<file path="config.mk">
export PLATFORM = sky130hd
export DESIGN_NAME = inst_loader
export DESIGN_NICKNAME = d
export VERILOG_FILES = /design/src/rtl/inst_loader.sv
export SDC_FILE = /design/constraint.sdc
export NUM_CORES = 1
export LEC_CHECK = 0
export BUFFER_PORTS_ARGS = -buffer_cell sky130_fd_sc_hd__buf_2
export CELL_PAD_IN_SITES_DETAIL_PLACEMENT = 2
export CELL_PAD_IN_SITES_GLOBAL_PLACEMENT = 2
export CORE_MARGIN = 5
export CORE_UTILIZATION = 29
export DETAILED_ROUTE_END_ITERATION = 10
export PLACE_DENSITY = 0.78
export SLEW_MARGIN = 20
export SYNTH_ARGS = -nofsm -noshare
export SYNTH_HDL_FRONTEND = slang
export SYNTH_SLANG_ARGS = --single-unit
</file>
<file path="constraint.sdc">
create_clock -name clk -period 2.54 [get_ports clk]
set_input_delay 0.508 -clock clk [delete_from_list [all_inputs] [get_ports clk]]
set_output_delay 0.508 -clock clk [all_outputs]
set_load 0.01 [all_outputs]
</file>
<file path="src/rtl/inst_loader.sv">
// inst_loader: assembles a high-byte-first byte stream into 16-bit instruction-store writes.
// Optional INST_LOADER_CHECKSUM_EN adds a trailing XOR checksum byte and the err flag.
module inst_loader #(
  parameter int ADDR_W = 8,
  parameter int BASE_ADDR = 0
) (
  input  logic              clk,
  input  logic              rst,
  input  logic              start,
  input  logic [ADDR_W:0]   num_words,
  input  logic [7:0]        rx_data,
  input  logic              rx_valid,
  output logic              rx_ready,
  output logic              wr_en,
  output logic [ADDR_W-1:0] wr_addr,
  output logic [15:0]       wr_data,
  output logic              busy,
  output logic              cpu_hold,
  output logic              done,
  output logic              err
);
`ifdef INST_LOADER_CHECKSUM_EN
  typedef enum logic [2:0] {IDLE, HI, LO, WRITE, DONE, CHK} state_t;
`else
  typedef enum logic [2:0] {IDLE, HI, LO, WRITE, DONE} state_t;
`endif
  localparam logic [ADDR_W-1:0] BASE = ADDR_W'(BASE_ADDR);
  state_t state, nxt;
  logic [ADDR_W:0] cnt;
  logic xfer, last, in_chk;
  assign xfer = rx_valid && rx_ready;
  assign last = cnt[ADDR_W:1] == '0;
  always_ff @(posedge clk) begin
    if (rst) state <= IDLE;
    else state <= nxt;
  end
  always_comb begin
    nxt = state;
    case (state)
      IDLE:  nxt = start ? (num_words == '0 ? DONE : HI) : IDLE;
      HI:    nxt = xfer ? LO : HI;
      LO:    nxt = xfer ? WRITE : LO;
`ifdef INST_LOADER_CHECKSUM_EN
      WRITE: nxt = last ? CHK : HI;
      CHK:   nxt = xfer ? DONE : CHK;
`else
      WRITE: nxt = last ? DONE : HI;
`endif
      DONE:  nxt = IDLE;
      default: nxt = IDLE;
    endcase
  end
`ifdef INST_LOADER_CHECKSUM_EN
  assign in_chk = state == CHK;
`else
  assign in_chk = 1'b0;
`endif
  always_comb begin
    rx_ready = state == HI || state == LO || in_chk;
    wr_en    = state == WRITE;
    busy     = state == HI || state == LO || state == WRITE || in_chk;
    cpu_hold = state != IDLE;
    done     = state == DONE;
  end
  always_ff @(posedge clk) begin
    if (rst) begin
      wr_addr <= BASE;
      wr_data <= '0;
      cnt     <= '0;
    end else if (state == IDLE && start) begin
      wr_addr <= BASE;
      cnt     <= num_words;
    end else if (state == HI && xfer) begin
      wr_data[15:8] <= rx_data;
    end else if (state == LO && xfer) begin
      wr_data[7:0] <= rx_data;
    end else if (state == WRITE) begin
      wr_addr <= wr_addr + 1'b1;
      if (cnt != '0) cnt <= cnt - 1'b1;
    end
  end
`ifdef INST_LOADER_CHECKSUM_EN
  logic [7:0] csum;
  always_ff @(posedge clk) begin
    if (rst) begin
      csum <= '0;
      err  <= 1'b0;
    end else if (state == IDLE && start) begin
      csum <= '0;
      err  <= 1'b0;
    end else if ((state == HI || state == LO) && xfer) begin
      csum <= csum ^ rx_data;
    end else if (in_chk && xfer) begin
      err <= rx_data != csum;
    end
  end
`else
  assign err = 1'b0;
`endif
endmodule

</file>
==> qor.csv <==
metric,value,unit
Antenna Nets Post-Route,0,
"delay-heaviest family, CP",flip-flops,
initial antenna violation count,0,
number of synthesized flops with an enable pin,0,
largest net degree at the start of global routing,30,
First-pass DRT Iterations,4,
Switch Pwr,0.3660,mW
core box area,5540,µm²
Max Fclk,0.4923,GHz
CP Buf/Inv Count,2,
reg-to-reg endpoint,cnt[6],
clk slew on worst S/H paths,0.08,ns
"flops & latches, synth",36,
Boundary Pins,51,
"Clk Latency, worst-skew pair",0.28,ns
CTS resizes,0,
hold buffers post-CTS,0,
Die W,85.92,µm
CP peak stage delay,0.44,ns
P&R area growth vs syn,22.90,%
RSZ-0062 raised after global routing,no,
Routed WL per cell,15.89,µm
most used flip-flop cell after synthesis,dfxtp_1,
DP Area,1967,µm²
R2R cell count,6,
post-synth net total,209,
Post-synth ARST share,0,%
H-tree depth,2,
# fillers,659,
flop-to-flop setup slack,0.53,ns
Gate Count Post-Synth,186,
Int Pwr,0.8694,mW
Fin Clk Skew,0.004992,ns
library cells used by synthesis,48,
Worst slew margin,53.05,%
"Setup violations, final",0,
vias per inst,4.993,
Tcrit/Tclk final,79.97,%
root buffer cell,clkbuf_8,
placed cells,299,
vias in the first global route,1708,
hold path start,rx_data[6],
Hold/Removal Path Class,in2reg,
crit-path max FO,13,
Seq pwr share,50.0,%
Critical Setup Path Class,reg2out,
final wirelength,4877,µm
WHS Path Cells,3,
Max Slew Vio Count,0,
Core Rows,27,
DP HPWL,3614,µm
setup_tns,0,ns
"top cells by count, synth","dfxtp_1, nor2_1, mux2i_1",
Synth area leaders,"dfxtp_1, mux2i_1, nor2_1, xor2_1, nand2_1",
first-pass GRT wire length,8362,µm
Combinational Power Share,16.9,%
GR Overflow Total,0,
Setup Buffers After CTS,0,
Pwr per Cell Area,601.3,nW/µm²
most common cell in the netlist,dfxtp_1,
routed via count,1533,
nets,257,
worst path required time,2.03,ns
Slew @ Worst Pin,0.6978,ns
worst path cell trace,nand3b_2 -> inv_2 -> buf_2,
CP max-delay cell,dfxtp_1,
switching part of the total power,29.62,%
final instance area,2054,µm²
Syn Area/Cell,8.987,µm²
Clock power frac,33.0,%
Yosys top cell area share,43.11,%
maximum VDD drop,0.0001796,V
"area leader, netlist",dfxtp_1,
fraction of layout cells with a size suffix above 1,28.94,%
number of max-cap violations,0,
hold endpoint,wr_data[6],
Num CTS Buffers,5,
Final Non-Filler Cells,307,
maximum clock insertion buffer count,2,
startpoint type of the worst setup path,flip-flop,
"Hold Vio Cnt, Final",0,
GPL Wtd Cong,0.7236,
CTS sink cnt,36,
global-route usage over all layers,14.12,%
Post-Syn Area,1672,µm²
post-synthesis sequential area ratio,43.11,%
# diodes,0,
leakage,0.8552,nW
Critical R2R Launch,cnt[0],
Buffers on Ports,49,
WP data arrival,1.52,ns
number of synthesis warnings,0,
outcome,finished clean,
Starting Density,30.17,%
Residual DRC,0,
CTS tree,yes,
Worst setup EP type,output port,
First DRT Iteration DRCs,63,
Die H,85.92,µm
min Tclk post-route,2.031,ns
die area,7382,µm²
==> placed cells by master, fill, tap and decap left out, types with 2 or more instances in the layout <==
master / count
a211oi_1: 4
a21oi_1: 6
a31oi_1: 4
and2_1: 3
buf_2: 49
buf_4: 2
clkbuf_8: 5
clkinv_2: 2
dfxtp_1: 36
ha_1: 2
inv_1: 2
mux2i_1: 18
nand2_1: 11
nand2b_1: 2
nand3_1: 7
nand3b_2: 2
nand4_1: 3
nor2_1: 30
nor3_1: 6
nor4_1: 3
o21ai_0: 4
or3_1: 4
xor2_1: 6
==> per-layer routing <==
metal | GRT usage, % | wire, µm | up-vias | share of wire [%]
met4 | 4.317 | 51 | 0 | 1.0
li1 | - | - | 762 | -
met2 | 24.25 | 2472 | 27 | 51
met3 | 2.786 | 168 | 6 | 3.4
met5 | 0 | 0 | - | 0
met1 | 17.70 | 2186 | 738 | 45
==> worst max-delay path by stage <==
stage	start	endpoint	slack [ns]	cells past startpoint
after global placement	cnt[0]	cnt[3]	0.62	6
after floorplan	cnt[0]	cnt[6]	0.72	6
after detailed placement	cnt[0]	cnt[3]	0.57	6
final	state[2]	wr_en	0.51	3
after global routing	cnt[0]	cnt[0]	0.31	6
after CTS	state[2]	wr_en	0.47	3
==> worst reg2reg max path, delay by kind of cell (launching register included) <==
kind | cells | cell delay, ns
buf+inv | 1 | 0.11
flops | 1 | 0.32
fa+ha+maj | 1 | 0.22
compound gates | 1 | 0.17
simple gates | 3 | 1.12
==> final cells by class <==
class / instances / area, µm² / area share [%]
clock buffers: 5 / 68.82 / 3.350
clock inverters: 3 / 18.77 / 0.9135
flip-flops and latches: 36 / 720.7 / 35.08
multi-input cells: 137 / 884.6 / 43.06
inverters: 3 / 11.26 / 0.5481
well taps: 72 / 90.09 / 4.385
repair buffers: 51 / 260.3 / 12.67
==> metrics by stage <==
| stage | power (mW) | hold WS, ns | setup slack [ns] | utilization [%] |
|---|---|---|---|---|
| floorplan | 0.7680 | 0.4444 | 0.7215 | - |
| global placement | 0.8383 | 0.4586 | 0.6187 | 35.50 |
| detailed placement | 0.8410 | 0.4752 | 0.5679 | 35.50 |
| CTS | 1.266 | 0.4629 | 0.4735 | 37.08 |
| global route | 1.320 | 0.4711 | 0.3113 | 37.08 |
| finish | 1.235 | 0.4724 | 0.5086 | 37.08 |
==> state kept, by name, summed over array words and instances (netlist names) <==
name     cells
state        3
wr_addr      8
wr_data     16
cnt          9
==> power by group through the flow <==
stage,registers (mW),logic [mW],clock network (mW)
3_3_place_gp,0.631,0.208,0
3_5_place_dp,0.631,0.210,0
2_1_floorplan,0.623,0.144,0
4_1_cts,0.618,0.213,0.435
6_report,0.618,0.209,0.408
5_1_grt,0.623,0.235,0.462
==> logic make-up (layout without fill, tap and decap cells) <==
| logic type | Yosys count | after routing | share of synthesized area (%) |
|---|---|---|---|
| compound gates | 26 | 26 | 10.18 |
| other cells | 1 | 1 | 0.2243 |
| fa+ha+maj | 2 | 2 | 1.497 |
| xor+xnor | 7 | 7 | 3.668 |
| mux | 18 | 18 | 10.78 |
| flops | 36 | 36 | 43.11 |
| simple gates | 83 | 83 | 26.20 |
| buf+inv | 13 | 62 | 4.341 |
Power figures use the tool's default switching activity.
